<file path="src/rtl/radix4_pkg.sv">
// Shared FSM state codes and Booth partial-product select encoding for the radix-4 multiplier.
package radix4_pkg;

   typedef logic [1:0] state_t;
   localparam state_t IDLE = 2'd0;
   localparam state_t RUN  = 2'd1;
   localparam state_t DONE = 2'd2;

   typedef logic [2:0] pp_sel_t;
   localparam pp_sel_t PP_ZERO = 3'd0;
   localparam pp_sel_t PP_POS1 = 3'd1;
   localparam pp_sel_t PP_POS2 = 3'd2;
   localparam pp_sel_t PP_NEG1 = 3'd3;
   localparam pp_sel_t PP_NEG2 = 3'd4;

   // Triplet is {q[1], q[0], q_m1}.
   function automatic pp_sel_t booth_sel(input logic [2:0] triplet);
      pp_sel_t sel;
      case (triplet)
         3'b001, 3'b010: sel = PP_POS1;
         3'b011:         sel = PP_POS2;
         3'b100:         sel = PP_NEG2;
         3'b101, 3'b110: sel = PP_NEG1;
         default:        sel = PP_ZERO;
      endcase
      return sel;
   endfunction

endpackage

</file>
<file path="src/rtl/radix4_mul_ctrl_if.sv">
// Request/result bundle between a multiply requester and radix4_mul_ctrl.
interface radix4_mul_ctrl_if #(
   parameter int WIDTH = 8
);
   logic                 start;
   logic [WIDTH-1:0]     a;
   logic [WIDTH-1:0]     b;
   logic                 busy;
   logic                 done;
   logic [2*WIDTH-1:0]   product;

   modport master (output start, a, b, input busy, done, product);
   modport slave  (input start, a, b, output busy, done, product);
endinterface

</file>
<file path="src/rtl/radix4_pp_sel.sv">
// Combinational Booth partial-product select: extends M to accumulator width and applies 0/+-M/+-2M.
module radix4_pp_sel
   import radix4_pkg::*;
#(
   parameter int MW       = 8,
   parameter int AW       = 10,
   parameter bit M_SIGNED = 1'b1
) (
   input  logic [2:0]    triplet_i,
   input  logic [MW-1:0] m_i,
   output logic [AW-1:0] pp_o
);

   logic [AW-1:0] m_ext;
   logic [AW-1:0] m_x2;
   logic          ext_bit;

   assign ext_bit = M_SIGNED ? m_i[MW-1] : 1'b0;
   assign m_ext   = {{(AW-MW){ext_bit}}, m_i};
   assign m_x2    = {m_ext[AW-2:0], 1'b0};

   always_comb begin
      pp_o = '0;
      case (booth_sel(triplet_i))
         PP_POS1: pp_o = m_ext;
         PP_POS2: pp_o = m_x2;
         PP_NEG1: pp_o = '0 - m_ext;
         PP_NEG2: pp_o = '0 - m_x2;
         default: pp_o = '0;
      endcase
   end

endmodule

</file>
<file path="src/rtl/radix4_mul_ctrl.sv">
// Iterative radix-4 Booth multiplier, two bits of multiplier per cycle.
// RADIX4_MUL_UNSIGNED_EN selects unsigned operands (one extra iteration); default is signed.
module radix4_mul_ctrl
   import radix4_pkg::*;
#(
   parameter int WIDTH = 8
) (
   input  logic              clk,
   input  logic              rst,
   radix4_mul_ctrl_if.slave  bus
);

`ifdef RADIX4_MUL_UNSIGNED_EN
   localparam int AW       = WIDTH + 3;
   localparam int QW       = WIDTH + 2;
   localparam int NIT      = WIDTH/2 + 1;
   localparam bit M_SIGNED = 1'b0;
`else
   localparam int AW       = WIDTH + 2;
   localparam int QW       = WIDTH;
   localparam int NIT      = WIDTH/2;
   localparam bit M_SIGNED = 1'b1;
`endif
   localparam int CW = $clog2(NIT + 1);

   state_t              state_q, state_d;
   logic [CW-1:0]       cnt_q, cnt_d;
   logic [AW-1:0]       acc_q, acc_d;
   logic [QW-1:0]       q_q, q_d;
   logic                qm1_q, qm1_d;
   logic [WIDTH-1:0]    m_q, m_d;
   logic [2*WIDTH-1:0]  prod_q, prod_d;
   logic [AW-1:0]       pp;
   logic [AW-1:0]       sum;

   radix4_pp_sel #(
      .MW       (WIDTH),
      .AW       (AW),
      .M_SIGNED (M_SIGNED)
   ) u_pp_sel (
      .triplet_i ({q_q[1:0], qm1_q}),
      .m_i       (m_q),
      .pp_o      (pp)
   );

   assign sum = acc_q + pp;

   always_comb begin
      state_d = state_q;
      cnt_d   = cnt_q;
      acc_d   = acc_q;
      q_d     = q_q;
      qm1_d   = qm1_q;
      m_d     = m_q;
      prod_d  = prod_q;
      case (state_q)
         IDLE, DONE: begin
            if (bus.start) begin
               m_d     = bus.a;
               q_d     = QW'(bus.b);
               acc_d   = '0;
               qm1_d   = 1'b0;
               cnt_d   = '0;
               state_d = RUN;
            end else begin
               state_d = IDLE;
            end
         end
         RUN: begin
            // Arithmetic shift right by 2 of {sum, q, q_m1}.
            acc_d = {{2{sum[AW-1]}}, sum[AW-1:2]};
            q_d   = {sum[1:0], q_q[QW-1:2]};
            qm1_d = q_q[1];
            cnt_d = cnt_q + CW'(1);
            if (cnt_q == CW'(NIT - 1)) begin
               state_d = DONE;
`ifdef RADIX4_MUL_UNSIGNED_EN
               prod_d  = {acc_d[WIDTH-3:0], q_d};
`else
               prod_d  = {acc_d[WIDTH-1:0], q_d};
`endif
            end
         end
         default: state_d = IDLE;
      endcase
   end

   always_ff @(posedge clk) begin
      if (rst) begin
         state_q <= IDLE;
         cnt_q   <= '0;
         acc_q   <= '0;
         q_q     <= '0;
         qm1_q   <= 1'b0;
         m_q     <= '0;
         prod_q  <= '0;
      end else begin
         state_q <= state_d;
         cnt_q   <= cnt_d;
         acc_q   <= acc_d;
         q_q     <= q_d;
         qm1_q   <= qm1_d;
         m_q     <= m_d;
         prod_q  <= prod_d;
      end
   end

   assign bus.busy    = (state_q == RUN);
   assign bus.done    = (state_q == DONE);
   assign bus.product = prod_q;

endmodule
</file>
<file path="src/flat_wrapper.sv">
// flat-port wrapper written by rule: the top's interface ports become plain ports
module radix4_mul_ctrl_flat import radix4_pkg::*;
#(
   parameter int WIDTH = 8
)
  (clk, rst, bus_start, bus_a, bus_b, bus_busy, bus_done, bus_product);
  radix4_mul_ctrl_if #(.WIDTH(WIDTH)) bus_i ();
  input  logic clk;
  input  logic rst;
  input wire logic [$bits(bus_i.start)-1:0] bus_start;
  input wire logic [$bits(bus_i.a)-1:0] bus_a;
  input wire logic [$bits(bus_i.b)-1:0] bus_b;
  output wire logic [$bits(bus_i.busy)-1:0] bus_busy;
  output wire logic [$bits(bus_i.done)-1:0] bus_done;
  output wire logic [$bits(bus_i.product)-1:0] bus_product;
  assign bus_i.start = bus_start;
  assign bus_i.a = bus_a;
  assign bus_i.b = bus_b;
  assign bus_busy = bus_i.busy;
  assign bus_done = bus_i.done;
  assign bus_product = bus_i.product;
  radix4_mul_ctrl #(.WIDTH(WIDTH)) u_core (.clk(clk), .rst(rst), .bus(bus_i));
endmodule
</file>
<file path="config.mk">
export PLATFORM = sky130hd
export DESIGN_NAME = radix4_mul_ctrl_flat
export DESIGN_NICKNAME = d
export VERILOG_FILES = /design/src/rtl/radix4_pkg.sv /design/src/rtl/radix4_mul_ctrl_if.sv /design/src/rtl/radix4_pp_sel.sv /design/src/rtl/radix4_mul_ctrl.sv /design/src/flat_wrapper.sv
export SDC_FILE = /design/constraint.sdc
export NUM_CORES = 1
export LEC_CHECK = 0
export CAP_MARGIN = 20
export CORE_UTILIZATION = 55
export CTS_BUF_LIST = sky130_fd_sc_hd__clkbuf_4 sky130_fd_sc_hd__clkbuf_8 sky130_fd_sc_hd__clkbuf_16
export DETAILED_ROUTE_END_ITERATION = 16
export GPL_ROUTABILITY_DRIVEN = 0
export GPL_TIMING_DRIVEN = 0
export HOLD_SLACK_MARGIN = 0.06
export PLACE_DENSITY = 0.8
export SYNTH_ARGS = -nofsm -noshare
export SYNTH_HDL_FRONTEND = slang
export SYNTH_SLANG_ARGS = --single-unit
</file>
<file path="constraint.sdc">
create_clock -name clk -period 4.4 [get_ports clk]
set_input_delay 1.32 -clock clk [delete_from_list [all_inputs] [get_ports clk]]
set_output_delay 1.32 -clock clk [all_outputs]
set_load 0.05 [all_outputs]
</file>
After elaboration in Yosys (flattened, before gate mapping)
Index checks and enable logic that the tools add are counted.

storage, ports and cells
  register bits after elaboration = 48
  bits in latches = 0
  memory bits (writable) = 0
  bits in read-only memories = 0
  logic and storage cells = 47
  memories = 0

cells by class
  add/sub/neg operators = 4
  $mul = 0
  divide/modulo/power cells = 0
  $lt $le $gt $ge = 0
  equality and inequality tests = 15
  shift-type cells = 0
  mux-type cells = 13
  bitwise operators = 0
  reductions and logical operators = 8

operators with widths
  kind                                                                      count
  10-bit case mux with 4 select lines                                       1
  10-bit case mux with 2 select lines                                       1
  8-bit case mux with 2 select lines                                        1
  3-bit by 2-bit == test with 1-bit output (second input constant)          5
  3-bit == test (second input constant)                                     4
  3-bit case mux with 4 select lines                                        1
  10-bit adder                                                              1
  10-bit 2-to-1 mux                                                         1
  1-bit by 9-bit subtractor with 10-bit output (first input constant)       1
  1-bit by 8-bit subtractor with 9-bit output (first input constant)        1
  8-bit 2-to-1 mux                                                          1
  3-bit by 1-bit == test with 1-bit output (second input constant)          2
  3-bit case mux with 2 select lines                                        1
  2-bit AND reduction                                                       3
  2-bit OR reduction                                                        3
  2-bit case mux with 2 select lines                                        1
  3-bit by 1-bit adder with 3-bit output (second input constant)            1
  3-bit 2-to-1 mux                                                          1
  2-bit by 1-bit == test with 1-bit output (second input constant)          1
  2-bit == test (second input constant)                                     1
  2-bit zero test                                                           1
  1-bit 2-to-1 mux                                                          2
  2-bit 2-to-1 mux                                                          1
  2-bit by 1-bit inequality test with 1-bit output (second input constant)  1
  3 further kinds                                                           3

Logic depth before layout (Yosys ltp)
  depth after elaboration = 7
  gate-level depth with buffers = 14
  gate-level depth less buffers = 13

Hierarchy
From an unflattened synthesis, not the netlist that was laid out.

second synthesis, totals
  cells, all modules = 345
  area, all modules = 2680.1 um2

modules (own cells, without submodules)
  module           instances  cells an instance  area each (um2)
  radix4_mul_ctrl  1          271                2183.3
  radix4_pp_sel    1          74                 496.7

Worst setup path after synthesis
No wires, ideal clock.

  path type = reg2reg
  start = register u_core.m_q[2]
  end = register u_core.prod_q[15], in the netlist u_core.bus.product[15]
  setup time = 0.063 ns
  arrival = 3.056 ns
  required time = 4.337 ns
  setup slack = 1.281 ns
  stages on the path, launching flop included = 14
  path buffers = 2
  cell sequence = dfxtp_1 -> buf_6 -> or4_2 -> o21a_1 -> nor3_1 -> a21oi_1 -> o21ai_0 -> ha_1 -> clkbuf_1 -> a21oi_1 -> o21ai_0 -> or3_1 -> or4_1 -> nand3_1

between the ends
  longest elaborated chain between the ends = 3
  elaborated cells between the ends (all ways) = 4
  those cells by class = 3 x add/sub; 1 x mux

ends and longest elaborated chain
  element                                                                                                             line                                      text
  start: declaration                                                                                                  radix4_mul_ctrl.sv:31                     logic [WIDTH-1:0] m_q, m_d;
  start signal: assignment                                                                                            radix4_mul_ctrl.sv:103                    m_q <= m_d;
  1-bit by 9-bit subtractor with 10-bit output / 1-bit by 8-bit subtractor with 9-bit output (equally long branches)  radix4_pp_sel.sv:28, radix4_pp_sel.sv:27
  10-bit case mux with 4 select lines *                                                                               radix4_pp_sel.sv:24                       case (booth_sel(triplet_i))
  10-bit adder *                                                                                                      radix4_mul_ctrl.sv:46                     assign sum = acc_q + pp;
  end signal: assignment                                                                                              radix4_mul_ctrl.sv:104                    prod_q <= prod_d;
  end: declaration                                                                                                    radix4_mul_ctrl.sv:32                     logic [2*WIDTH-1:0] prod_q, prod_d;

Mark *: on every way between the ends. The rest lies on a longest branch, timed or not.
A chain may end at the register's enable or synchronous reset.

Final worst setup path
Ends and elaborated chain as after synthesis.

==> flow_summary.yaml <==
final_layout:
  num_antenna_cells: 0
  num-nets-final: 430
  syn_to_final_growth_pct: 19.2
  drive_above_1_share: 0.0576
  post-route-cell-area_um2: 3310
  fillerInstances: 415
global_route:
  grt_pass1_vias: 2363
  grt-ovfl-total: 0
  use_met2: 0.406
  grt_max_degree: 15
  use_met3: 0.0456
  antenna_found_initial: 0
  grt_pass1_wl_um: 11100
  met1_usage: 0.385
  top_usage_layer: "met2"
  grt_usage: 0.265
synthesis:
  synth.largest_area_cell: "dfxtp_1"
  syn_nets: 388
  synth.area.top_cells: "dfxtp_1 (33%), nand2_1 (9.2%), a21oi_1 (7.0%), ha_1 (5.4%), nor2_1 (4.2%)"
  avgSynthCellArea_um2: 7.80
  synth-async-reset-ratio: 0
  yosysWarnings: 0
  ys_seq_area_frac: 0.332
  synth_area_um2: 2780
  synth_top_area_frac: 0.332
  yosys-top-cells-count: "nand2_1 (68), dfxtp_1 (46), a21oi_1 (39), nor2_1 (31), clkbuf_1 (18)"
  synth.most_common_cell: "nand2_1"
  synth_flop_cell: "dfxtp_1"
  synthCells: 356
  yosys_register_bits: 46
  yosys.cell_types.count: 57
  synth-edff-count: 0
setup_path:
  crit_path_start: "u_core.m_q[2]"
  cp-end-kind: "flop"
  critical-path-slowest-cell: "or4_2"
  cpLargestDelayFamily: "simple AND/OR/NAND/NOR gates"
  crit_fanout: 8
  slowest_delay_ns: 0.67
  worstSetupPathType: "flop to flop"
  critPathArrivalTime_ns: 3.76
  cp_num_buf_inv: 2
  crit_chain: "buf_6 -> or4_2 -> o21a_1 -> nor3_1 -> a21oi_1 -> o21ai_0 -> ha_1 -> clkbuf_1 -> a21oi_1 -> o21ai_0 -> or3_1 -> or4_1 -> nand3_1"
  r2r_start: "u_core.m_q[2]"
  startpoint_type: "flop"
  required_ns: 4.66
sta:
  setup_tns_ns: 0
  max_slew_margin: 0.522
  worstMarginPinSlew_ns: 0.712
  grt_setup_unrepaired: "no"
  setup_viol: 0
  fin_crit_ns: 3.50
  max_freq_mhz: 285
  fin_worst_skew_ns: 0.0123
  hold_violations: 0
  drv_slew: 0
  post-route-period-util: 0.796
clocking:
  postCtsHoldBufs: 0
  post_cts_buffers: 0
  cts_sinks: 46
  cts_htree_levels: 2
  cts.path.max_buffers: 2
  cts_resized: 0
  cts_root_buffer: "clkbuf_8"
  cts_tree: "built"
  clock_latency_ns: 0.31
  numCtsBuffers: 5
  clk_pin_slew_ns: 0.10
worst_hold_path:
  min_path_type: "flop to flop"
  hold_start: "u_core.bus.product[3]"
route:
  routedWlPerCell_um: 14.3
  antenna_left: 0
  drc: 0
  vias: 2700
  vias_per_cell: 5.79
  wl_um: 6640
  drt_iter0_drc: 199
  firstDrtPassIters: 4
pwr:
  p_per_area_nw_per_um2: 294
  irDropWorstVdd_v: 0.000211
  leakagePower_nw: 1.23
floorplan:
  die_y_um: 73.1
  die_w_um: 73.1
  fp.dieArea_um2: 5340
  num_io_pins: 37
  coreArea_um2: 4790
  num_rows: 25
  initial_core_util: 0.580
placement:
  port_buffers: 35
  placed_area_um2: 3210
  post-dp-hpwl_um: 4870
run_status:
  outcome: "completed"
run:
  maxCapViolations: 0
[registers in the layout (all words and copies together) (netlist names)]
register            count
u_core.bus.product     16
u_core.acc_q            8
u_core.m_q              8
u_core.q_q              8
u_core.cnt_q            3
u_core.state_q          2
u_core.qm1_q            1
[logic make-up (layout without fill, tap and decap cells)]
family	Yosys count	count (layout)	synth area share
adders and majority gates	13	13	0.0613
DFF	46	46	0.332
xor gates and xnor gates	11	11	0.0347
and+or+nand+nor	138	138	0.227
AOI/OAI and AO/OA	104	104	0.248
buffers and inverters	36	79	0.0635
muxes	8	8	0.0342
[final timing paths]
check | to | slack [ns] | depth (start not counted)
max | u_core.bus.product[15] | 0.90 | 13
min | u_core.bus.product[3] | 0.46 | 2
max reg2reg | u_core.bus.product[15] | 0.90 | 13
min reg2reg | u_core.bus.product[3] | 0.46 | 2
[power breakdown]
group / leakage, nW / switching, W / total, W / internal [W]
Clock: 0.0523 / 0.000154 / 0.000290 / 0.000136
Combinational: 0.808 / 0.000137 / 0.000230 / 0.0000929
Sequential: 0.374 / 0.0000184 / 0.000452 / 0.000434
[placed cells by master, fill, tap and decap left out, types with 4 or more instances in the layout]
| cell | Yosys | layout |
|---|---|---|
| clkdlybuf4s50_1 | 0 | 35 |
| o21ai_0 | 11 | 11 |
| ha_1 | 12 | 12 |
| clkbuf_1 | 18 | 18 |
| mux2i_1 | 5 | 5 |
| a21oi_1 | 39 | 39 |
| nor2_1 | 31 | 31 |
| nand2_1 | 68 | 68 |
| nand3_1 | 7 | 7 |
| a211oi_1 | 5 | 5 |
| clkbuf_8 | 1 | 7 |
| a31oi_1 | 5 | 5 |
| nor3_1 | 7 | 7 |
| inv_1 | 8 | 8 |
| a311oi_1 | 8 | 8 |
| buf_6 | 4 | 4 |
| xor2_1 | 5 | 5 |
| xnor2_1 | 6 | 6 |
| dfxtp_1 | 46 | 46 |
| nand2b_1 | 5 | 5 |
| a22oi_1 | 5 | 5 |
[stage by stage]
step                total power (W)  hold WS (ns)   util  std cells  setup WS [ns]
floorplan                  0.000624         0.432      -        356           1.28
global placement           0.000682         0.443  0.671        458          0.930
detailed placement         0.000687         0.449  0.671        458          0.908
CTS                        0.000971         0.461  0.692        466          0.879
global route                0.00102         0.481  0.692        466          0.642
finish                     0.000973         0.455  0.692        466          0.896
[worst reg2reg max path: stages, from the launching register on]
cell and delay, ns:
dfxtp_1 0.32, buf_6 0.13, or4_2 0.67, o21a_1 0.23, nor3_1 0.18, a21oi_1 0.06, o21ai_0 0.24, ha_1 0.27
clkbuf_1 0.19, a21oi_1 0.17, o21ai_0 0.18, or3_1 0.34, or4_1 0.40, nand3_1 0.09
[area by class of cell]
class | instances | area, um^2 | share of cell area
Tap cell | 67 | 83.8 | 0.0253
Inverter | 9 | 33.8 | 0.0102
Clock buffer | 7 | 90.1 | 0.0272
Clock inverter | 1 | 8.76 | 0.00265
Sequential cell | 46 | 921 | 0.278
Buffer | 27 | 143 | 0.0431
Timing Repair Buffer | 35 | 350 | 0.106
Multi-Input combinational cell | 274 | 1680 | 0.508
[layer usage]
layer / up-vias / share of wire
met2: 76 / 0.46
met1: 1255 / 0.48
met5: - / 0
met4: 0 / 0.011
met3: 8 / 0.050
li1: 1361 / -
(Power assumes the default switching activity.)
